==> src/rtl/apb_master_bridge_if.sv <==
// ---------------------------------------------------------------------------
// apb_master_bridge_if
// Bundles the request/response handshake and the APB3 bus of the
// single-outstanding APB initiator.
//
// Signal groups
//   request  : req_valid, req_ready, req_addr, req_write, req_wdata
//   response : rsp_valid, rsp_ready, rsp_rdata, rsp_err
//   APB      : PADDR, PWDATA, PWRITE, PSEL, PENABLE, PRDATA, PREADY, PSLVERR
//
// Modports
//   master : the bridge side (accepts requests, drives the APB bus)
//   slave  : the environment side (issues requests, models the APB slave)
// ---------------------------------------------------------------------------
interface apb_master_bridge_if #(
    parameter int APB_ADDR_WIDTH = 12
);
    logic                      req_valid;
    logic                      req_ready;
    logic [APB_ADDR_WIDTH-1:0] req_addr;
    logic                      req_write;
    logic [31:0]               req_wdata;

    logic                      rsp_valid;
    logic                      rsp_ready;
    logic [31:0]               rsp_rdata;
    logic                      rsp_err;

    logic [APB_ADDR_WIDTH-1:0] PADDR;
    logic [31:0]               PWDATA;
    logic                      PWRITE;
    logic                      PSEL;
    logic                      PENABLE;
    logic [31:0]               PRDATA;
    logic                      PREADY;
    logic                      PSLVERR;

    modport master (
        input  req_valid, req_addr, req_write, req_wdata,
        output req_ready,
        output rsp_valid, rsp_rdata, rsp_err,
        input  rsp_ready,
        output PADDR, PWDATA, PWRITE, PSEL, PENABLE,
        input  PRDATA, PREADY, PSLVERR
    );

    modport slave (
        output req_valid, req_addr, req_write, req_wdata,
        input  req_ready,
        input  rsp_valid, rsp_rdata, rsp_err,
        output rsp_ready,
        input  PADDR, PWDATA, PWRITE, PSEL, PENABLE,
        output PRDATA, PREADY, PSLVERR
    );
endinterface

==> src/rtl/apb_master_bridge.sv <==
// ---------------------------------------------------------------------------
// apb_master_bridge
// Single-outstanding APB3 initiator. A valid/ready request is turned into one
// SETUP + ACCESS transfer; the result is returned on a valid/ready response
// channel. A wait-state timeout forces an error response when the slave never
// asserts PREADY.
//
// Ports
//   HCLK    : clock, all state on the rising edge
//   HRESETn : asynchronous active-low reset
//   bus     : apb_master_bridge_if.master (request, response and APB signals)
//
// Parameters
//   APB_ADDR_WIDTH : width of req_addr / PADDR
//   TIMEOUT_CYCLES : ACCESS cycles allowed before an error response, 0 = off
// ---------------------------------------------------------------------------
module apb_master_bridge #(
    parameter int APB_ADDR_WIDTH = 12,
    parameter int TIMEOUT_CYCLES = 16
) (
    input  logic                   HCLK,
    input  logic                   HRESETn,
    apb_master_bridge_if.master    bus
);

    // Keep the counter at least one bit wide even when the timeout is off.
    localparam int CNT_W = (TIMEOUT_CYCLES > 0) ? $clog2(TIMEOUT_CYCLES + 1) : 1;
    // The counter reads 0 in the first ACCESS cycle, so the TIMEOUT_CYCLES-th
    // ACCESS cycle is the one where it reads TIMEOUT_CYCLES-1.
    localparam logic [CNT_W-1:0] CNT_LAST =
        CNT_W'((TIMEOUT_CYCLES > 0) ? (TIMEOUT_CYCLES - 1) : 0);
    localparam logic [CNT_W-1:0] CNT_MAX = {CNT_W{1'b1}};

    typedef enum logic [1:0] {
        ST_IDLE,
        ST_SETUP,
        ST_ACCESS,
        ST_RESP
    } state_t;

    state_t                    r_state;
    state_t                    w_state_next;

    logic [APB_ADDR_WIDTH-1:0] r_paddr;
    logic [31:0]               r_pwdata;
    logic                      r_pwrite;
    logic [31:0]               r_rsp_rdata;
    logic                      r_rsp_err;
    logic [CNT_W-1:0]          r_cnt;

    logic                      w_accept;
    logic                      w_done;
    logic                      w_expire;
    logic                      w_last_cycle;

    assign w_last_cycle = (TIMEOUT_CYCLES != 0) && (r_cnt == CNT_LAST);

    // -----------------------------------------------------------------------
    // FSM: state register
    // -----------------------------------------------------------------------
    always_ff @(posedge HCLK or negedge HRESETn) begin
        if (!HRESETn) begin
            r_state <= ST_IDLE;
        end else begin
            r_state <= w_state_next;
        end
    end

    // -----------------------------------------------------------------------
    // FSM: next state and per-cycle strobes
    // -----------------------------------------------------------------------
    always_comb begin
        w_state_next = r_state;
        w_accept     = 1'b0;
        w_done       = 1'b0;
        w_expire     = 1'b0;
        case (r_state)
            ST_IDLE: begin
                if (bus.req_valid) begin
                    w_accept     = 1'b1;
                    w_state_next = ST_SETUP;
                end
            end
            ST_SETUP: begin
                w_state_next = ST_ACCESS;
            end
            ST_ACCESS: begin
                // A slave completing in the last allowed cycle beats the timeout.
                if (bus.PREADY) begin
                    w_done       = 1'b1;
                    w_state_next = ST_RESP;
                end else if (w_last_cycle) begin
                    w_expire     = 1'b1;
                    w_state_next = ST_RESP;
                end
            end
            ST_RESP: begin
                if (bus.rsp_ready) begin
                    w_state_next = ST_IDLE;
                end
            end
            default: begin
                w_state_next = ST_IDLE;
            end
        endcase
    end

    // -----------------------------------------------------------------------
    // Datapath: request capture, response capture, wait counter
    // -----------------------------------------------------------------------
    always_ff @(posedge HCLK or negedge HRESETn) begin
        if (!HRESETn) begin
            r_paddr     <= '0;
            r_pwdata    <= '0;
            r_pwrite    <= 1'b0;
            r_rsp_rdata <= '0;
            r_rsp_err   <= 1'b0;
            r_cnt       <= '0;
        end else begin
            // Address/data/direction change only on acceptance, so they stay
            // stable across SETUP/ACCESS and hold between transfers.
            if (w_accept) begin
                r_paddr  <= bus.req_addr;
                r_pwdata <= bus.req_wdata;
                r_pwrite <= bus.req_write;
            end

            // PRDATA/PSLVERR are only looked at when PREADY completes the
            // transfer; write responses never carry read data.
            if (w_done) begin
                r_rsp_err   <= bus.PSLVERR;
                r_rsp_rdata <= r_pwrite ? 32'h0 : bus.PRDATA;
            end else if (w_expire) begin
                r_rsp_err   <= 1'b1;
                r_rsp_rdata <= 32'h0;
            end

            // Cleared in SETUP so that it reads 0 in the first ACCESS cycle.
            if (r_state == ST_SETUP) begin
                r_cnt <= '0;
            end else if ((r_state == ST_ACCESS) && (r_cnt != CNT_MAX)) begin
                r_cnt <= r_cnt + CNT_W'(1);
            end
        end
    end

    // -----------------------------------------------------------------------
    // Outputs: decoded from the state register or taken straight from flops
    // -----------------------------------------------------------------------
    assign bus.req_ready = (r_state == ST_IDLE);
    assign bus.PSEL      = (r_state == ST_SETUP) || (r_state == ST_ACCESS);
    assign bus.PENABLE   = (r_state == ST_ACCESS);
    assign bus.rsp_valid = (r_state == ST_RESP);
    assign bus.PADDR     = r_paddr;
    assign bus.PWDATA    = r_pwdata;
    assign bus.PWRITE    = r_pwrite;
    assign bus.rsp_rdata = r_rsp_rdata;
    assign bus.rsp_err   = r_rsp_err;

endmodule

==> src/flat_wrapper.sv <==
// flat-port wrapper written by rule: the top's interface ports become plain ports
module apb_master_bridge_flat 
#(
    parameter int APB_ADDR_WIDTH = 12,
    parameter int TIMEOUT_CYCLES = 16
)
  (HCLK, HRESETn, bus_req_valid, bus_req_addr, bus_req_write, bus_req_wdata, bus_req_ready, bus_rsp_valid, bus_rsp_rdata, bus_rsp_err, bus_rsp_ready, bus_PADDR, bus_PWDATA, bus_PWRITE, bus_PSEL, bus_PENABLE, bus_PRDATA, bus_PREADY, bus_PSLVERR);
  apb_master_bridge_if #(.APB_ADDR_WIDTH(APB_ADDR_WIDTH)) bus_i ();
  input  logic HCLK;
  input  logic HRESETn;
  input wire logic [$bits(bus_i.req_valid)-1:0] bus_req_valid;
  input wire logic [$bits(bus_i.req_addr)-1:0] bus_req_addr;
  input wire logic [$bits(bus_i.req_write)-1:0] bus_req_write;
  input wire logic [$bits(bus_i.req_wdata)-1:0] bus_req_wdata;
  output wire logic [$bits(bus_i.req_ready)-1:0] bus_req_ready;
  output wire logic [$bits(bus_i.rsp_valid)-1:0] bus_rsp_valid;
  output wire logic [$bits(bus_i.rsp_rdata)-1:0] bus_rsp_rdata;
  output wire logic [$bits(bus_i.rsp_err)-1:0] bus_rsp_err;
  input wire logic [$bits(bus_i.rsp_ready)-1:0] bus_rsp_ready;
  output wire logic [$bits(bus_i.PADDR)-1:0] bus_PADDR;
  output wire logic [$bits(bus_i.PWDATA)-1:0] bus_PWDATA;
  output wire logic [$bits(bus_i.PWRITE)-1:0] bus_PWRITE;
  output wire logic [$bits(bus_i.PSEL)-1:0] bus_PSEL;
  output wire logic [$bits(bus_i.PENABLE)-1:0] bus_PENABLE;
  input wire logic [$bits(bus_i.PRDATA)-1:0] bus_PRDATA;
  input wire logic [$bits(bus_i.PREADY)-1:0] bus_PREADY;
  input wire logic [$bits(bus_i.PSLVERR)-1:0] bus_PSLVERR;
  assign bus_i.req_valid = bus_req_valid;
  assign bus_i.req_addr = bus_req_addr;
  assign bus_i.req_write = bus_req_write;
  assign bus_i.req_wdata = bus_req_wdata;
  assign bus_req_ready = bus_i.req_ready;
  assign bus_rsp_valid = bus_i.rsp_valid;
  assign bus_rsp_rdata = bus_i.rsp_rdata;
  assign bus_rsp_err = bus_i.rsp_err;
  assign bus_i.rsp_ready = bus_rsp_ready;
  assign bus_PADDR = bus_i.PADDR;
  assign bus_PWDATA = bus_i.PWDATA;
  assign bus_PWRITE = bus_i.PWRITE;
  assign bus_PSEL = bus_i.PSEL;
  assign bus_PENABLE = bus_i.PENABLE;
  assign bus_i.PRDATA = bus_PRDATA;
  assign bus_i.PREADY = bus_PREADY;
  assign bus_i.PSLVERR = bus_PSLVERR;
  apb_master_bridge #(.APB_ADDR_WIDTH(APB_ADDR_WIDTH), .TIMEOUT_CYCLES(TIMEOUT_CYCLES)) u_core (.HCLK(HCLK), .HRESETn(HRESETn), .bus(bus_i));
endmodule
==> config.mk <==
export PLATFORM = sky130hd
export DESIGN_NAME = apb_master_bridge_flat
export DESIGN_NICKNAME = d
export VERILOG_FILES = /design/src/rtl/apb_master_bridge_if.sv /design/src/rtl/apb_master_bridge.sv /design/src/flat_wrapper.sv
export SDC_FILE = /design/constraint.sdc
export NUM_CORES = 1
export LEC_CHECK = 0
export ABC_CLOCK_PERIOD_IN_PS = 1700
export CAP_MARGIN = 0
export CORE_MARGIN = 10
export CORE_UTILIZATION = 56
export DETAILED_ROUTE_END_ITERATION = 7
export DONT_BUFFER_PORTS = 1
export PLACE_DENSITY = 0.74
export SYNTH_ARGS = -nofsm -noshare
export SYNTH_HDL_FRONTEND = slang
export SYNTH_SLANG_ARGS = --single-unit
==> constraint.sdc <==
create_clock -name HCLK -period 1.7 [get_ports HCLK]
set_input_delay 0.34 -clock HCLK [delete_from_list [all_inputs] [get_ports HCLK]]
set_output_delay 0.34 -clock HCLK [all_outputs]
set_load 0.005 [all_outputs]
==> results of run 1 <==
-- logic make-up (layout without fill, tap and decap cells) --
| logic type | count (synthesis) | in the layout | share of synthesized area |
|---|---|---|---|
| DFF | 85 | 85 | 0.653 |
| muxes | 48 | 48 | 0.166 |
| AOI/OAI and AO/OA | 38 | 38 | 0.0995 |
| and+or+nand+nor | 16 | 16 | 0.0238 |
| buffers and inverters | 16 | 38 | 0.0223 |
| adders and majority gates | 8 | 8 | 0.0307 |
| xor gates and xnor gates | 2 | 2 | 0.00538 |
-- worst min-delay path by stage --
stage	from	end	slack [ns]	cells past startpoint
finish	HRESETn	u_core.bus.PWDATA[1]	-0.31	0
floorplan	HRESETn	u_core.bus.PADDR[0]	0.04	0
CTS	HRESETn	u_core.bus.rsp_rdata[4]	-0.33	0
global placement	HRESETn	u_core.bus.PWDATA[1]	0.05	0
global route	HRESETn	u_core.bus.rsp_rdata[5]	-0.34	0
detailed placement	HRESETn	u_core.bus.PWDATA[1]	0.05	0
-- cell usage after synthesis --
| master | n |
|---|---|
| mux2_2 | 46 |
| o21ai_1 | 1 |
| xor2_1 | 1 |
| a211oi_1 | 1 |
| nand4_1 | 1 |
| nor2_1 | 9 |
| buf_2 | 10 |
| ha_1 | 8 |
| a222oi_1 | 1 |
| nand2_2 | 1 |
| mux2i_1 | 1 |
| nor2b_1 | 1 |
| a2bb2oi_1 | 1 |
| and2b_1 | 1 |
| xnor2_1 | 1 |
| dfrtp_1 | 85 |
| nand3b_1 | 1 |
| inv_1 | 6 |
| nand2_1 | 1 |
| mux2_1 | 1 |
| a22o_1 | 32 |
| and3_1 | 1 |
| a21oi_1 | 1 |
| a22oi_1 | 1 |
-- stage by stage --
step	setup TNS [ns]	instance area, um^2	hold WS (ns)	utilization	setup slack [ns]
2_1_floorplan	0	3260	0.0444	-	0.00649
3_3_place_gp	0	3420	0.0472	0.613	0.00284
3_5_place_dp	-0.486	3420	0.0474	0.613	-0.0787
4_1_cts	-0.0881	3660	-0.326	0.657	-0.0881
5_1_grt	-1.50	3730	-0.339	0.670	-0.179
6_report	-0.144	3730	-0.310	0.670	-0.0887
-- layout make-up --
type	count	area share
inverter	6	0.00603
clock inverter	4	0.0127
clock buffer	12	0.0389
sequential	85	0.570
multi-input combinational	112	0.300
timing repair buffer	16	0.0489
tap	72	0.0241
-- repair_timing --
item / in CTS / in global routing
gates cloned: 0 / 2
pin swaps: 3 / 19
setup endpoints to repair: 38 / 37
endpoints found under the hold margin: 85 / 85
buffers inserted: 3 / 1
gates resized for setup: 5 / 9
-- sequential cells by signal, indices dropped and copies added (netlist names) --
name and cells:
u_core.bus.rsp_rdata 32, u_core.r_cnt 5, u_core.bus.PWDATA 32, u_core.r_state 2
u_core.bus.rsp_err 1, u_core.bus.PWRITE 1, u_core.bus.PADDR 12
-- metal layers --
layer  vias to the layer above  GRT usage  wire length [um]
met5                         -          0                 0
met4                         0     0.0725               153
met3                        13     0.0926              1180
met2                        99      0.282              4140
met1                       932      0.161              2530
li1                        800          -                 -
-- power by group --
part           total (uW)  internal (uW)  switching [uW]
combinational        2150           1300             847
clock                1360            715             640
sequential           3880           3010             872
==> results.json, run 1 <==
{
  "htreeDepth": 3,
  "vias_per_cell": 6.01,
  "hold_path.class": "input port to async pin",
  "cts.sinks": 85,
  "cts_buffer_depth": 2,
  "violations": "hold timing, setup timing",
  "path_max_fanout": 3,
  "io_buffers": 0,
  "ys_ff_latch": 85,
  "cp.depth": 7,
  "critical_path_class": "register to register",
  "yosys_warnings": 0,
  "cts_buffers": 9,
  "n_fill_cell": 401,
  "final_cell_mix": "dfrtp_1, mux2_2, a22o_1",
  "worstPathArrival_ns": 2.01,
  "cp_slowest_cell": "dfrtp_1",
  "power.total_uw": 7380,
  "cts_tree": "yes",
  "drt-initial-drc-count": 44,
  "synth_cell_type_count": 24,
  "drc": 0,
  "grt_start_max_net_pins": 86,
  "crit_path_cell_trace": "ha_2 > and3_4 > buf_4 > ha_4 > and2b_2 > nand4_1 > mux2_2",
  "root_buffer": "clkbuf_8",
  "period_share": 1.05,
  "synth_area_leaders": "dfrtp_1, mux2_2, a22o_1, ha_1, buf_2",
  "startpoint_type": "register",
  "drt-wirelength-per-cell_um": 26.1,
  "regArea_um2": 2130,
  "maxCapViolCount": 0,
  "dp.cells": 285,
  "cpLargestDelayFamily": "simple AND/OR/NAND/NOR gates",
  "synth.net_count": 304,
  "fin_skew_ns": 0.00933,
  "syn_area_um2": 3260,
  "dpl.hpwl_mm": 6.14,
  "multi_input_area_um2": 1120,
  "die_h_um": 96.3,
  "cp.required_ns": 1.92,
  "rr_endpoint": "u_core.r_cnt[3]",
  "num_vias": 1844,
  "grt_remaining_overflow": 0,
  "setup_viol": 2,
  "synth-seq-area-share": 0.653,
  "setup.worst_path.start": "u_core.r_cnt[1]",
  "cts.clk_slew.worst_paths_ns": 0.08,
  "die_area_um2": 9270,
  "n_antenna_cell": 0,
  "relSlewSlack": 0.740,
  "max_freq_ghz": 0.559,
  "final_nets": 321,
  "rr_worst_depth": 7,
  "worstMarginPinSlew_ns": 0.390,
  "cp_num_buf_inv": 1,
  "core_um2": 5570,
  "period_needed_ns": 1.79,
  "layout_setup_ws_ns": -0.0887,
  "grt_pass1_wl_mm": 11.5,
  "syn2layout_area_growth_pct": 14.6,
  "crit_path_end": "u_core.r_cnt[3]",
  "die_width_um": 96.3,
  "power_density_nw_per_um2": 1980,
  "rows": 27,
  "clock_latency_ns": 0.34,
  "fin_cells": 307,
  "synth_top_cell_by_area": "dfrtp_1",
  "start_util": 0.585,
  "drv_slew": 0,
  "wirelength_mm": 8.00,
  "status": "finished, violations left",
  "place_congestion": 0.749,
  "final_common_cell": "dfrtp_1",
  "hold_ws_ns": -0.310,
  "p_leak_uw": 0.00171,
  "rsz0062_at_grt": "true",
  "first_pass_iters": 6,
  "netlist_instances": 213,
  "cp_slowest_stage_delay_ns": 0.39,
  "netlist.area_leader.share": 0.653,
  "antenna_left": 0,
  "antenna_found_initial": 0,
  "worst_setup_path_end_kind": "register",
  "drive_gt1_frac": 0.383,
  "grt_usage": 0.165,
  "grt_pass1_vias": 2023,
  "hold_viol": 85,
  "ir_drop_mv": 1.29,
  "r2r_start": "u_core.r_cnt[1]",
  "rrSetupSlack_ns": -0.09,
  "syn_area_per_cell_um2": 15.3,
  "ios": 165
}
Power figures use the tool's default switching activity.
==> run 2: changes to the inputs <==
--- a/config.mk
+++ b/config.mk
@@ -9,6 +9,7 @@
 export CAP_MARGIN = 0
 export CORE_MARGIN = 10
 export CORE_UTILIZATION = 56
+export CTS_CLUSTER_SIZE = 25
 export DETAILED_ROUTE_END_ITERATION = 7
 export DONT_BUFFER_PORTS = 1
 export PLACE_DENSITY = 0.74
==> results of run 2 <==
Same layout as run 1: the final DEF is identical, and so are final timing and power.
==> run 3: changes to the inputs <==
--- a/config.mk
+++ b/config.mk
@@ -6,13 +6,13 @@
 export NUM_CORES = 1
 export LEC_CHECK = 0
 export ABC_CLOCK_PERIOD_IN_PS = 1700
-export CAP_MARGIN = 0
 export CORE_MARGIN = 10
 export CORE_UTILIZATION = 56
 export CTS_CLUSTER_SIZE = 25
 export DETAILED_ROUTE_END_ITERATION = 7
 export DONT_BUFFER_PORTS = 1
 export PLACE_DENSITY = 0.74
+export SLEW_MARGIN = 0
 export SYNTH_ARGS = -nofsm -noshare
 export SYNTH_HDL_FRONTEND = slang
 export SYNTH_SLANG_ARGS = --single-unit
==> results of run 3 <==
Same layout as run 1: the final DEF is identical, and so are final timing and power.
